$ cat src/rtl/ascon_aead_sequencer_if.sv
// Handshake and datapath-control bundle for the ASCON-AEAD128 sequencer.
// Optional abort ports exist only when ASCON_SEQ_ABORT_EN is defined.
interface ascon_aead_sequencer_if #(
   parameter int unsigned DATA_W = 128
);
   logic              start_i;
   logic              ad_present_i;
   logic [DATA_W-1:0] block_i;
   logic              block_valid_i;
   logic              block_last_i;
   logic              block_ready_o;
   logic [DATA_W-1:0] data_o;
   logic              init_p_o;
   logic [3:0]        round_p_o;
   logic              enable_p_o;
   logic              enable_xor_b_o;
   logic              final_key_o;
   logic [1:0]        enable_xor_e_o;
   logic              enable_cipher_o;
   logic              enable_tag_o;
   logic              busy_o;
   logic              done_o;
`ifdef ASCON_SEQ_ABORT_EN
   logic              abort_i;
   logic              aborted_o;
`endif

   // master drives messages and blocks; slave is the sequencer
   modport master (
      output start_i, ad_present_i, block_i, block_valid_i, block_last_i,
`ifdef ASCON_SEQ_ABORT_EN
      output abort_i,
      input  aborted_o,
`endif
      input  block_ready_o, data_o, init_p_o, round_p_o, enable_p_o,
             enable_xor_b_o, final_key_o, enable_xor_e_o, enable_cipher_o,
             enable_tag_o, busy_o, done_o
   );

   modport slave (
      input  start_i, ad_present_i, block_i, block_valid_i, block_last_i,
`ifdef ASCON_SEQ_ABORT_EN
      input  abort_i,
      output aborted_o,
`endif
      output block_ready_o, data_o, init_p_o, round_p_o, enable_p_o,
             enable_xor_b_o, final_key_o, enable_xor_e_o, enable_cipher_o,
             enable_tag_o, busy_o, done_o
   );
endinterface

$ cat src/rtl/ascon_aead_sequencer.sv
// Control FSM for the ASCON-AEAD128 round datapath: one round per cycle, block buffering, strobes.
// Optional feature: define ASCON_SEQ_ABORT_EN to add abort_i/aborted_o.
module ascon_aead_sequencer #(
   parameter int unsigned ROUNDS_A = 12,
   parameter int unsigned ROUNDS_B = 8,
   parameter int unsigned DATA_W   = 128
) (
   input logic                    clock_i,
   input logic                    reset_i,
   ascon_aead_sequencer_if.slave  bus
);
   localparam int unsigned CNT_W = 4;
   localparam logic [CNT_W-1:0] LAST_A = CNT_W'(ROUNDS_A - 1);
   localparam logic [CNT_W-1:0] LAST_B = CNT_W'(ROUNDS_B - 1);
   localparam logic [CNT_W-1:0] BASE_A = CNT_W'(12 - ROUNDS_A);
   localparam logic [CNT_W-1:0] BASE_B = CNT_W'(12 - ROUNDS_B);

   typedef enum logic [2:0] {
      IDLE, INIT, WAIT_AD, AD, WAIT_PT, PT, FINAL, DONE
   } state_t;

   state_t            state_q, state_n;
   logic [CNT_W-1:0]  cnt_q, cnt_n;
   logic              ad_q, ad_n;
   logic              last_q, last_n;
   logic [DATA_W-1:0] data_q, data_n;

   logic              ready_q, ready_n;
   logic              init_q, init_n;
   logic [CNT_W-1:0]  round_q, round_n;
   logic              en_q, en_n;
   logic              xor_b_q, xor_b_n;
   logic              fkey_q, fkey_n;
   logic [1:0]        xor_e_q, xor_e_n;
   logic              cipher_q, cipher_n;
   logic              tag_q, tag_n;
   logic              busy_q, busy_n;
   logic              done_q, done_n;
`ifdef ASCON_SEQ_ABORT_EN
   logic              aborted_q, aborted_n;
`endif

   // State, counter, block buffer and registered outputs
   always_ff @(posedge clock_i or posedge reset_i) begin
      if (reset_i) begin
         state_q   <= IDLE;
         cnt_q     <= '0;
         ad_q      <= 1'b0;
         last_q    <= 1'b0;
         data_q    <= '0;
         ready_q   <= 1'b0;
         init_q    <= 1'b0;
         round_q   <= '0;
         en_q      <= 1'b0;
         xor_b_q   <= 1'b0;
         fkey_q    <= 1'b0;
         xor_e_q   <= 2'b00;
         cipher_q  <= 1'b0;
         tag_q     <= 1'b0;
         busy_q    <= 1'b0;
         done_q    <= 1'b0;
`ifdef ASCON_SEQ_ABORT_EN
         aborted_q <= 1'b0;
`endif
      end else begin
         state_q   <= state_n;
         cnt_q     <= cnt_n;
         ad_q      <= ad_n;
         last_q    <= last_n;
         data_q    <= data_n;
         ready_q   <= ready_n;
         init_q    <= init_n;
         round_q   <= round_n;
         en_q      <= en_n;
         xor_b_q   <= xor_b_n;
         fkey_q    <= fkey_n;
         xor_e_q   <= xor_e_n;
         cipher_q  <= cipher_n;
         tag_q     <= tag_n;
         busy_q    <= busy_n;
         done_q    <= done_n;
`ifdef ASCON_SEQ_ABORT_EN
         aborted_q <= aborted_n;
`endif
      end
   end

   // Next state, then outputs decoded from the next state so they line up with it
   always_comb begin
      state_n  = state_q;
      cnt_n    = '0;
      ad_n     = ad_q;
      last_n   = last_q;
      data_n   = data_q;
      ready_n  = 1'b0;
      init_n   = 1'b0;
      round_n  = '0;
      en_n     = 1'b0;
      xor_b_n  = 1'b0;
      fkey_n   = 1'b0;
      xor_e_n  = 2'b00;
      cipher_n = 1'b0;
      tag_n    = 1'b0;
      busy_n   = 1'b0;
      done_n   = 1'b0;
`ifdef ASCON_SEQ_ABORT_EN
      aborted_n = 1'b0;
`endif

      case (state_q)
         IDLE: if (bus.start_i) begin
            state_n = INIT;
            ad_n    = bus.ad_present_i;
         end
         INIT: begin
            if (cnt_q == LAST_A) state_n = ad_q ? WAIT_AD : WAIT_PT;
            else                 cnt_n   = cnt_q + CNT_W'(1);
         end
         WAIT_AD: if (bus.block_valid_i) begin
            data_n  = bus.block_i;
            last_n  = bus.block_last_i;
            state_n = AD;
         end
         AD: begin
            if (cnt_q == LAST_B) state_n = last_q ? WAIT_PT : WAIT_AD;
            else                 cnt_n   = cnt_q + CNT_W'(1);
         end
         WAIT_PT: if (bus.block_valid_i) begin
            data_n  = bus.block_i;
            last_n  = bus.block_last_i;
            state_n = bus.block_last_i ? FINAL : PT;
         end
         PT: begin
            if (cnt_q == LAST_B) state_n = WAIT_PT;
            else                 cnt_n   = cnt_q + CNT_W'(1);
         end
         FINAL: begin
            if (cnt_q == LAST_A) state_n = DONE;
            else                 cnt_n   = cnt_q + CNT_W'(1);
         end
         DONE:    state_n = IDLE;
         default: state_n = IDLE;
      endcase

`ifdef ASCON_SEQ_ABORT_EN
      // Abort wins over everything, including a block transfer in the same cycle
      if (bus.abort_i && (state_q != IDLE)) begin
         state_n   = IDLE;
         cnt_n     = '0;
         data_n    = data_q;
         last_n    = last_q;
         aborted_n = 1'b1;
      end
`endif

      busy_n = (state_n != IDLE);
      case (state_n)
         INIT: begin
            en_n    = 1'b1;
            round_n = BASE_A + cnt_n;
            init_n  = (cnt_n == '0);
            if (cnt_n == LAST_A) xor_e_n = ad_n ? 2'b01 : 2'b11;
         end
         WAIT_AD, WAIT_PT: ready_n = 1'b1;
         AD: begin
            en_n    = 1'b1;
            round_n = BASE_B + cnt_n;
            xor_b_n = (cnt_n == '0);
            if ((cnt_n == LAST_B) && last_n) xor_e_n = 2'b10;
         end
         PT: begin
            en_n     = 1'b1;
            round_n  = BASE_B + cnt_n;
            xor_b_n  = (cnt_n == '0);
            cipher_n = (cnt_n == '0);
         end
         FINAL: begin
            en_n     = 1'b1;
            round_n  = BASE_A + cnt_n;
            xor_b_n  = (cnt_n == '0);
            cipher_n = (cnt_n == '0);
            fkey_n   = (cnt_n == '0);
            if (cnt_n == LAST_A) begin
               xor_e_n = 2'b01;
               tag_n   = 1'b1;
            end
         end
         DONE:    done_n = 1'b1;
         default: ;
      endcase
   end

   assign bus.block_ready_o   = ready_q;
   assign bus.data_o          = data_q;
   assign bus.init_p_o        = init_q;
   assign bus.round_p_o       = round_q;
   assign bus.enable_p_o      = en_q;
   assign bus.enable_xor_b_o  = xor_b_q;
   assign bus.final_key_o     = fkey_q;
   assign bus.enable_xor_e_o  = xor_e_q;
   assign bus.enable_cipher_o = cipher_q;
   assign bus.enable_tag_o    = tag_q;
   assign bus.busy_o          = busy_q;
   assign bus.done_o          = done_q;
`ifdef ASCON_SEQ_ABORT_EN
   assign bus.aborted_o       = aborted_q;
`endif
endmodule

$ cat src/flat_wrapper.sv
// flat-port wrapper written by rule: the top's interface ports become plain ports
module ascon_aead_sequencer_flat 
#(
   parameter int unsigned ROUNDS_A = 12,
   parameter int unsigned ROUNDS_B = 8,
   parameter int unsigned DATA_W   = 128
)
  (clock_i, reset_i, bus_start_i, bus_ad_present_i, bus_block_i, bus_block_valid_i, bus_block_last_i, bus_block_ready_o, bus_data_o, bus_init_p_o, bus_round_p_o, bus_enable_p_o, bus_enable_xor_b_o, bus_final_key_o, bus_enable_xor_e_o, bus_enable_cipher_o, bus_enable_tag_o, bus_busy_o, bus_done_o);
  ascon_aead_sequencer_if #(.DATA_W(DATA_W)) bus_i ();
  input logic clock_i;
  input logic reset_i;
  input wire logic [$bits(bus_i.start_i)-1:0] bus_start_i;
  input wire logic [$bits(bus_i.ad_present_i)-1:0] bus_ad_present_i;
  input wire logic [$bits(bus_i.block_i)-1:0] bus_block_i;
  input wire logic [$bits(bus_i.block_valid_i)-1:0] bus_block_valid_i;
  input wire logic [$bits(bus_i.block_last_i)-1:0] bus_block_last_i;
  output wire logic [$bits(bus_i.block_ready_o)-1:0] bus_block_ready_o;
  output wire logic [$bits(bus_i.data_o)-1:0] bus_data_o;
  output wire logic [$bits(bus_i.init_p_o)-1:0] bus_init_p_o;
  output wire logic [$bits(bus_i.round_p_o)-1:0] bus_round_p_o;
  output wire logic [$bits(bus_i.enable_p_o)-1:0] bus_enable_p_o;
  output wire logic [$bits(bus_i.enable_xor_b_o)-1:0] bus_enable_xor_b_o;
  output wire logic [$bits(bus_i.final_key_o)-1:0] bus_final_key_o;
  output wire logic [$bits(bus_i.enable_xor_e_o)-1:0] bus_enable_xor_e_o;
  output wire logic [$bits(bus_i.enable_cipher_o)-1:0] bus_enable_cipher_o;
  output wire logic [$bits(bus_i.enable_tag_o)-1:0] bus_enable_tag_o;
  output wire logic [$bits(bus_i.busy_o)-1:0] bus_busy_o;
  output wire logic [$bits(bus_i.done_o)-1:0] bus_done_o;
  assign bus_i.start_i = bus_start_i;
  assign bus_i.ad_present_i = bus_ad_present_i;
  assign bus_i.block_i = bus_block_i;
  assign bus_i.block_valid_i = bus_block_valid_i;
  assign bus_i.block_last_i = bus_block_last_i;
  assign bus_block_ready_o = bus_i.block_ready_o;
  assign bus_data_o = bus_i.data_o;
  assign bus_init_p_o = bus_i.init_p_o;
  assign bus_round_p_o = bus_i.round_p_o;
  assign bus_enable_p_o = bus_i.enable_p_o;
  assign bus_enable_xor_b_o = bus_i.enable_xor_b_o;
  assign bus_final_key_o = bus_i.final_key_o;
  assign bus_enable_xor_e_o = bus_i.enable_xor_e_o;
  assign bus_enable_cipher_o = bus_i.enable_cipher_o;
  assign bus_enable_tag_o = bus_i.enable_tag_o;
  assign bus_busy_o = bus_i.busy_o;
  assign bus_done_o = bus_i.done_o;
  ascon_aead_sequencer #(.ROUNDS_A(ROUNDS_A), .ROUNDS_B(ROUNDS_B), .DATA_W(DATA_W)) u_core (.clock_i(clock_i), .reset_i(reset_i), .bus(bus_i));
endmodule
$ cat config.mk
export PLATFORM = sky130hd
export DESIGN_NAME = ascon_aead_sequencer_flat
export DESIGN_NICKNAME = d
export VERILOG_FILES = /design/src/rtl/ascon_aead_sequencer_if.sv /design/src/rtl/ascon_aead_sequencer.sv /design/src/flat_wrapper.sv
export SDC_FILE = /design/constraint.sdc
export NUM_CORES = 1
export LEC_CHECK = 0
export ABC_AREA = 1
export ABC_CLOCK_PERIOD_IN_PS = 5600
export CORE_UTILIZATION = 48
export DETAILED_ROUTE_END_ITERATION = 8
export DONT_BUFFER_PORTS = 1
export GPL_ROUTABILITY_DRIVEN = 0
export GPL_TIMING_DRIVEN = 1
export PLACE_DENSITY_LB_ADDON = 0.05
export SETUP_SLACK_MARGIN = 0.05
export SLEW_MARGIN = 20
export SYNTH_ARGS = -nofsm -noshare
export SYNTH_HDL_FRONTEND = slang
export SYNTH_SLANG_ARGS = --single-unit
$ cat constraint.sdc
create_clock -name clock_i -period 5.6 [get_ports clock_i]
set_input_delay 1.12 -clock clock_i [delete_from_list [all_inputs] [get_ports clock_i]]
set_output_delay 1.12 -clock clock_i [all_outputs]
set_load 0.01 [all_outputs]
==> impl_metrics.py <==
metrics = {
    "run_status": {
        "status": "complete, no violations",
    },
    "worst_setup_path": {
        "crit_arrival_ps": 2860,
        "cp_top_family": "buffers and inverters",
        "cp-start-kind": "flip-flop",
        "cpPeakStageDelay_ps": 570,
        "worstSetupPathType": "flip-flop to flip-flop",
        "cpMaxStageDelayCell": "buf_4",
        "cp-end-kind": "flip-flop",
        "r2r_cells": 6,
        "cp.required_ps": 5890,
        "reg2reg_slack_ps": 3030,
        "startpoint": "u_core.state_q[2]",
        "timing.rr.end": "u_core.bus.data_o[116]",
        "path_cells": "inv_2 > nand3_4 > nand2_4 > nand2_8 > buf_4 > mux2_2",
        "crit_path_end": "u_core.bus.data_o[116]",
        "worstReg2RegStart": "u_core.state_q[2]",
        "cp.depth": 6,
        "path_buf_inv": 2,
        "crit_path_max_fanout": 69,
    },
    "timing": {
        "fin_ws_ps": 3030,
        "fin_skew_ps": 6.98,
        "drv_slew": 0,
        "hold_viol_final": 0,
        "hold_ws_ps": 578,
        "max_slew.worst_pin.slew_ps": 835,
        "fmax_ghz": 0.389,
        "relSlewSlack": 0.444,
        "setup_viol": 0,
        "rsz0062_at_grt": "no",
        "timing.final.crit_share": 0.459,
        "fin_setup_tns_ps": 0,
        "period_minus_slack_ps": 2570,
    },
    "power_and_ir_drop": {
        "power_density_mw_per_mm2": 648,
        "clock_power_share": 0.253,
        "combPwrFrac": 0.258,
        "p_int_mw": 3.17,
        "p_leak_nw": 3.76,
        "peakVddDrop_mv": 0.236,
        "power.total_mw": 4.69,
        "switching_share": 0.323,
        "p_seq_frac": 0.489,
        "power_switching_mw": 1.51,
    },
    "synth": {
        "synth_commonest_cells": "152 x dfrtp_1, 120 x mux2_4, 42 x nand2_1",
        "synth_top_area_share": 0.573,
        "ys_seq_area_frac": 0.573,
        "synth_nets": 568,
        "avgSynthCellArea_um2": 15.4,
        "ys.flop_type": "dfrtp_1",
        "async_flop_share": 1.00,
        "netlist_instances": 430,
        "synth_area_mm2": 0.00664,
        "post-synth-top-count-cell": "dfrtp_1",
        "synthDistinctLibCells": 27,
        "synth_area_leader_cell": "dfrtp_1",
        "synth_edf_count": 0,
        "synth.area.top_cells": "dfrtp_1 57%, mux2_4 27%, buf_12 3.3%",
        "ys.warnings.count": 0,
        "ys_ff_latch": 152,
    },
    "finish": {
        "stdcell_area_mm2": 0.00723,
        "layout.nets": 574,
        "instances_no_fill": 623,
        "fin_util": 0.542,
        "insertedDiodeCount": 0,
        "area_growth_syn_to_layout_pct": 8.97,
        "drive_above_1_share": 0.383,
    },
    "clock_network": {
        "numClockSinks": 152,
        "clock_path_buffers": 2,
        "h-tree-depth": 4,
        "cts_setup_buffers": 0,
        "cts_made_buffers": 17,
        "cts_root_buffer": "clkbuf_16",
        "cts_resized": 0,
        "insertion_delay_ps": 410,
        "clk_pin_slew_ps": 60,
        "cts_tree": "done",
        "ctsHoldBuffers": 0,
    },
    "die": {
        "ios": 277,
        "rows": 42,
        "dieArea_mm2": 0.0143,
        "die_w_um": 120,
        "coreArea_mm2": 0.0133,
        "start_util": 0.497,
        "die_y_um": 120,
    },
    "global_route": {
        "grt_max_degree": 95,
        "grt_pass1_vias": 3471,
        "grt_usage": 0.193,
        "grt_pass1_wl_um": 20400,
        "antenna_found_initial": 0,
        "globalRouteOverflowTotal": 0,
    },
    "flow_run": {
        "cap_violations": 0,
    },
    "drt": {
        "drtIter0Drc": 167,
        "vias": 3275,
        "totalWireLength_um": 13500,
        "drc_errors": 0,
        "vias_per_cell": 5.26,
        "dr.pass1.iters": 4,
        "wl_per_cell_um": 21.7,
        "antenna_left": 0,
    },
    "placement": {
        "pre_cts_slack_ps": 2810,
        "dpl_cell_area_mm2": 0.00662,
        "dp_cells": 593,
        "hpwl_um": 9650,
        "port_buffers": 0,
    },
    "min_path": {
        "hold_class": "flip-flop to flip-flop",
    },
}
## cell families (layout without fill, tap and decap cells)
logic type | Yosys count | count (layout) | synth area share
muxes | 128 | 128 | 0.285
DFF | 152 | 152 | 0.573
and+or+nand+nor | 95 | 95 | 0.0686
adders and majority gates | 4 | 4 | 0.00754
buffers and inverters | 40 | 57 | 0.0558
xor gates and xnor gates | 2 | 2 | 0.00264
AOI/OAI and AO/OA | 9 | 9 | 0.00754
## flip-flops by register name, summed over array words and instances, names as in the netlist
register	flops
u_core.bus.round_p_o	4
u_core.bus.done_o	1
u_core.bus.init_p_o	1
u_core.last_q	1
u_core.state_q	3
u_core.bus.enable_cipher_o	1
u_core.bus.busy_o	1
u_core.cnt_q	4
u_core.bus.enable_xor_b_o	1
u_core.bus.enable_xor_e_o	2
u_core.bus.final_key_o	1
u_core.bus.block_ready_o	1
u_core.bus.enable_tag_o	1
u_core.bus.enable_p_o	1
u_core.ad_q	1
u_core.bus.data_o	128
## metal layers
layer | up-vias | wire, um | global-route usage | part of all wire
met1 | 1660 | 5160 | 0.220 | 0.38
met5 | - | 0 | 0 | 0
met3 | 12 | 1090 | 0.0684 | 0.080
met2 | 147 | 7130 | 0.331 | 0.53
li1 | 1456 | - | - | -
met4 | 0 | 165 | 0.0703 | 0.012
## cell usage in the layout (no fill, tap or decap), types with 8 or more instances in the layout
cell,synthesis,routed
nand2_1,42,42
nor2_1,14,14
nand3_1,25,25
inv_1,22,21
dfrtp_1,152,152
mux2_2,8,8
clkbuf_16,0,17
mux2_4,120,120
## worst min-delay path by stage
stage                                   to  slack [ps]  cells after the start              startpoint
global route        u_core.bus.data_o[103]         590                      1  u_core.bus.data_o[103]
CTS                  u_core.bus.data_o[40]         580                      1   u_core.bus.data_o[40]
finish                u_core.bus.data_o[5]         580                      1    u_core.bus.data_o[5]
global placement     u_core.bus.data_o[25]         570                      1   u_core.bus.data_o[25]
floorplan                u_core.state_q[2]         550                      2           u_core.last_q
detailed placement  u_core.bus.data_o[107]         560                      1  u_core.bus.data_o[107]
## power groups by stage
stage	Clock, mW	Sequential [mW]	Combinational, mW
floorplan	0	2.14	1.13
global placement	0	2.32	1.18
detailed placement	0	2.32	1.21
CTS	1.21	2.31	1.22
global route	1.26	2.35	1.33
finish	1.19	2.29	1.21
## cell type report
| class | count | area, um2 |
|---|---|---|
| clock buffer | 22 | 474 |
| clock inverter | 8 | 145 |
| fill | 1118 | 6110 |
| inverter | 24 | 95.1 |
| multi-input combinational | 238 | 2470 |
| sequential | 152 | 3800 |
| tap | 176 | 220 |
| timing repair buffer | 3 | 22.5 |
Power figures use the tool's default switching activity.
==> edit 1: new RTL, config.mk and constraints unchanged <==
The 8 states of `state_t` get a Gray code encoding in 3 bits.
--- a/src/rtl/ascon_aead_sequencer.sv
+++ b/src/rtl/ascon_aead_sequencer.sv
@@ -16,7 +16,7 @@
    localparam logic [CNT_W-1:0] BASE_B = CNT_W'(12 - ROUNDS_B);
 
    typedef enum logic [2:0] {
-      IDLE, INIT, WAIT_AD, AD, WAIT_PT, PT, FINAL, DONE
+      IDLE = 3'b000, INIT = 3'b001, WAIT_AD = 3'b011, AD = 3'b010, WAIT_PT = 3'b110, PT = 3'b111, FINAL = 3'b101, DONE = 3'b100
    } state_t;
 
    state_t            state_q, state_n;
Check against the original RTL: same outputs for any inputs over 10 cycles, from zero or initial values and one cycle with reset_i high; not proved beyond that.
==> edit 1 against the unedited design <==
Fmax is 6.1% lower; critical endpoint is now u_core.bus.data_o[42]; non-clock buffer count stayed put; core utilization is 1.0 points higher; area after synthesis is 8.7% lower; worst setup slack worse by 170 ps; register-to-register slack worse by 50 ps; cell area is 7.2% lower; critical path type is now in2reg; sequential power is 5% lower; sequential cell count stayed put; wire length is 4.4% higher; via count is 30% higher; sequential share of layout area is 4.1 points higher; total power is 11% lower; count of clock-buffer cells in the layout is 1 lower.
==> edit 1: results (changes against the unedited design) <==
Clocking
  • CTS Buf Count: 17 (unchanged)
  • Skew-Pair Late Insertion Delay: 410 ps (about the same)
  • Clock slew at reported path FFs: 60 ps (about the same)
  • CTS Buffer Depth: 2 (unchanged)
  • H-tree depth: 4 (unchanged)
  • Postcts setup bufs: 0 (unchanged)

Detailed routing
  • Final WL: 14130 um (+4.4%)
  • Vias per inst: 4.963 (-5.6%)
  • Initial DRC count: 338 (+100%)

GRT
  • Total congestion overflow: 0 (unchanged)
  • Pin count of the biggest net entering global routing: 107 (+13%)
  • Initial antenna violation count: 0 (unchanged)
  • First-pass GRT wire length: 21820 um (+7.1%)
  • Vias in the first global route: 4096 (+18%)
  • Total track usage: 22.26% (+3.0 points)

STA
  • Max-slew headroom: 37.58% (-6.8 points)
  • Fin Hold WS: 539.7 ps (-38.75 ps)
  • Fin crit share: 48.89% (+3.0 points)
  • Final Skew: 4.117 ps (-2.865 ps)

Place
  • Placed cells: 826 (+39%)
  • # port buffers: 0 (unchanged)
  • Hpwl dp: 10010 um (+3.7%)
  • Pre-CTS WS: 2451 ps (-354.9 ps)
  • Area post-placement: 6106 sq um (-7.7%)

Status
  • Status: complete, no violations

Worst hold path
  • Worst Hold Depth: 2 (+1)
  • Hold Crit Start: u_core.last_q
  • Hold worst-path end: u_core.last_q

Logic synthesis
  • Yosys warnings: 0 (unchanged)
  • Unique masters post-synth: 25 (-7.4%)
  • Cells taking the most area after synthesis: dfrtp_1, nand2_1, buf_4, nand3_1, buf_2
  • Register area share after synthesis: 62.73% (+5.4 points)
  • Most frequent cells after synthesis: nand2_1, dfrtp_1, nand3_1
  • Compound-cell area share of the yosys netlist: 0.3921% (-0.36 points)
  • XOR/XNOR Fraction of Synth Area: 0.2889% (+0.025 points)
  • Largest family of logic cells by synthesized area: simple AND/OR/NAND/NOR gates
  • Async S/R FF share, synth: 100.0% (unchanged)
  • Syn avg cell area: 8.839 sq um (-43%)
  • Mux contribution to synthesized area: 0% (-28 points)
  • Synth Area in Adders: 0.8254% (+0.072 points)

Power and ir drop
  • P_leak: 3.652 nW (-2.8%)
  • VDD IR max: 231.3 uV (-1.9%)

Critical path
  • CP max FO: 88 (+28%)
  • CP Data Arrival Time: 3040 ps (+180 ps)
  • Max incr delay on CP: 560 ps
  • Max stage delay cell, worst path: clkinv_4
  • CP startpoint: bus_block_valid_i
  • WS Path Type: in2reg
  • Worst reg2reg setup slack: 2980 ps (-50 ps)
  • R2R depth: 6 (unchanged)
  • CP delay by family, top: buffers and inverters
  • R2R Path End: u_core.bus.data_o[42]

Final layout
  • Max FFs per register: 128 (unchanged)
  • Finished Layout Cells: 858 (+38%)
  • Layout Nets: 815 (+42%)
  • FILL cells: 1121 (+0.27%)
  • Share of layout cells above drive strength 1: 8.406% (-30 points)
  • ANT cells: 0 (unchanged)
  • Multi-input logic area: 1972 sq um (-20%)
edit 1: cell count changes in the layout (fill, tap and decap cells not counted), sizes merged, moves of 2 or more:
cell      change
inv           -3
a21oi         -2
nor3          +2
and2          +2
mux2        -128
clkinvlp      +2
nand3         -8
clkinv        +4
nor2          +3
nand2       +375
edit 1: power by group:
group / internal, mW / switching (mW) / total, mW
logic: 0.308 / 0.566 / 0.874
clock network: 0.723 / 0.430 / 1.15
registers: 1.58 / 0.588 / 2.17
total: 2.61 / 1.58 / 4.19
edit 1: routing by layer:
layer | share of wire (%) | wire [um] | global-route usage, %
met4 | 2.9 | 409 | 10.91
met5 | 0 | 0 | 0
met3 | 10 | 1419 | 8.682
met2 | 49 | 6984 | 36.44
met1 | 38 | 5316 | 25.54
edit 1: area by class of cell:
type / count / area share (%)
sequential: 152 / 56.65
multi-input combinational: 480 / 29.37
clock buffer: 21 / 6.858
tap: 168 / 3.131
clock inverter: 11 / 2.199
inverter: 23 / 1.454
timing repair buffer: 3 / 0.3354
==> edit 2: new RTL, same settings <==
Made on the original files. `ROUNDS_A` is set to 12 in 2 places; all go to 6.
--- a/src/rtl/ascon_aead_sequencer.sv
+++ b/src/rtl/ascon_aead_sequencer.sv
@@ -1,7 +1,7 @@
 // Control FSM for the ASCON-AEAD128 round datapath: one round per cycle, block buffering, strobes.
 // Optional feature: define ASCON_SEQ_ABORT_EN to add abort_i/aborted_o.
 module ascon_aead_sequencer #(
-   parameter int unsigned ROUNDS_A = 12,
+   parameter int unsigned ROUNDS_A = 6,
    parameter int unsigned ROUNDS_B = 8,
    parameter int unsigned DATA_W   = 128
 ) (
--- a/src/flat_wrapper.sv
+++ b/src/flat_wrapper.sv
@@ -1,7 +1,7 @@
 // flat-port wrapper written by rule: the top's interface ports become plain ports
 module ascon_aead_sequencer_flat 
 #(
-   parameter int unsigned ROUNDS_A = 12,
+   parameter int unsigned ROUNDS_A = 6,
    parameter int unsigned ROUNDS_B = 8,
    parameter int unsigned DATA_W   = 128
 )
Check against the original RTL: not equivalent (a bounded check fails within 4 cycles, from zero or initial values and one cycle with reset_i high).
==> edit 2 against the unedited design <==
Worst setup slack worse by 250 ps; area after synthesis is 0.23% lower; total power is 1.5% higher; synthesized cell count is 2.8% higher; largest cell class unchanged; clock power is 7% lower; wire length is 0.47% higher; core utilization hardly changed; cell area hardly changed; sequential cell count stayed put; worst hold slack worse by 1.9 ps.
==> edit 2: results (changes against the unedited design) <==
Critical path
  • CP startpoint: u_core.state_q[0]
  • Max stage delay cell, worst path: nand2_8
  • R2R depth: 6 (unchanged)
  • Max incr delay on CP: 660 ps (+90 ps)
  • CP endpoint: u_core.bus.data_o[75]
  • Worst reg2reg setup slack: 2780 ps (-250 ps)
  • CP max FO: 100 (+45%)
  • CP Data Arrival Time: 3120 ps (+260 ps)

Clocking
  • Root Buffer: clkbuf_16
  • CTS Buf Count: 17 (unchanged)
  • H-tree depth: 4 (unchanged)
  • Skew-Pair Late Insertion Delay: 420 ps
  • Clock slew at reported path FFs: 60 ps (about the same)
  • CTS resizes: 0 (unchanged)
  • CTS Buffer Depth: 2 (unchanged)
  • Postcts setup bufs: 0 (unchanged)

Place
  • Hpwl dp: 9353 um (-3.1%)
  • # port buffers: 0 (unchanged)

Final layout
  • Share of layout cells above drive strength 1: 37.47% (-0.78 points)
  • ANT cells: 0 (unchanged)
  • Max FFs per register: 128 (unchanged)
  • Layout Nets: 587 (+2.3%)

Logic synthesis
  • Most frequent cells after synthesis: dfrtp_1, mux2_4, nand2_1
  • Unique masters post-synth: 21 (-22%)
  • Register area share after synthesis: 57.42% (+0.13 points)
  • Cells taking the most area after synthesis: dfrtp_1, mux2_4, buf_8, nand2_1, inv_1
  • Syn Nets: 581 (+2.3%)
  • Async S/R FF share, synth: 100.0% (unchanged)

Power and ir drop
  • P_leak: 3.760 nW (about the same)
  • VDD IR max: 333.3 uV (+41%)
  • Int Power: 3.152 mW (-0.72%)

Detailed routing
  • Met2 WL: 7125 um (about the same)
  • Drt first pass iters: 4 (unchanged)
  • Top Metal Used: met4
  • Via Count: 3343 (+2.1%)
  • Per-cell routed wire length: 21.42 um (-1.4%)
  • Initial DRC count: 194 (+16%)
  • Met1 wire length: 5219 um (+1.2%)
  • WL met3: 1052 um (-3.0%)

Worst hold path
  • Hold Crit Start: u_core.bus.data_o[104]

GRT
  • Total track usage: 19.16% (-0.10 points)
  • Initial antenna violation count: 0 (unchanged)
  • Pin count of the biggest net entering global routing: 114 (+20%)
  • Vias in the first global route: 3378 (-2.7%)
  • First-pass GRT wire length: 20270 um (-0.54%)

STA
  • Max-slew headroom: 26.57% (-18 points)
  • Final Skew: 9.111 ps (+2.129 ps)

Status
  • Status: complete, no violations
## edit 2: critical path: cells and delay by family (launching register included)
kind / cells / cell delay [ps]
buffers and inverters: 2 / 720
AND/OR/NAND/NOR: 3 / 880
flip-flops: 1 / 550
multiplexers: 1 / 350
## edit 2: cell families (layout without fill, tap and decap cells)
family                     count (synthesis)  count (layout)  share of synthesized area, %
AOI/OAI and AO/OA                         13              13                        0.9822
xor gates and xnor gates                   3               3                        0.3967
adders and majority gates                  5               5                        0.9445
buffers and inverters                     50              67                         5.100
DFF                                      152             152                         57.42
muxes                                    128             128                         28.56
and+or+nand+nor                           91              91                         6.592
## edit 2: final cells by class
type / instances / area [sq um]
Sequential cell: 152 / 3804
Timing Repair Buffer: 2 / 15.01
Fill cell: 1096 / 6110
Clock inverter: 8 / 97.59
Tap cell: 176 / 220.2
Clock buffer: 22 / 474.2
Multi-Input combinational cell: 240 / 2491
Inverter: 35 / 136.4
## edit 2: through the flow
step	setup WS [ps]	total power, mW	hold slack (ps)	area [sq um]	cells
2_1_floorplan	386.9	3.383	521.6	6624	442
3_3_place_gp	2670	3.647	563.9	6666	605
3_5_place_dp	2614	3.672	562.5	6666	605
4_1_cts	2844	4.808	578.9	7238	635
5_1_grt	2691	5.017	588.4	7238	635
6_report	2783	4.760	576.6	7238	635
## edit 2: routing by layer
metal	vias to the layer above	global-route usage, %
met2	155	32.08
met4	0	8.281
li1	1490	-
met5	-	0
met1	1683	22.24
met3	15	6.513
## edit 2: power by group through the flow
stage | sequential [mW] | clock [mW] | combinational (mW)
2_1_floorplan | 2.15 | 0 | 1.23
3_3_place_gp | 2.33 | 0 | 1.32
3_5_place_dp | 2.32 | 0 | 1.35
4_1_cts | 2.31 | 1.13 | 1.36
5_1_grt | 2.35 | 1.18 | 1.49
6_report | 2.30 | 1.11 | 1.35
## edit 2: how the worst min path moves through the flow
stage	endpoint	depth (start not counted)
2_1_floorplan	u_core.last_q	2
3_3_place_gp	u_core.bus.data_o[104]	1
3_5_place_dp	u_core.bus.data_o[83]	1
4_1_cts	u_core.bus.data_o[104]	1
5_1_grt	u_core.bus.data_o[126]	1
6_report	u_core.bus.data_o[104]	1
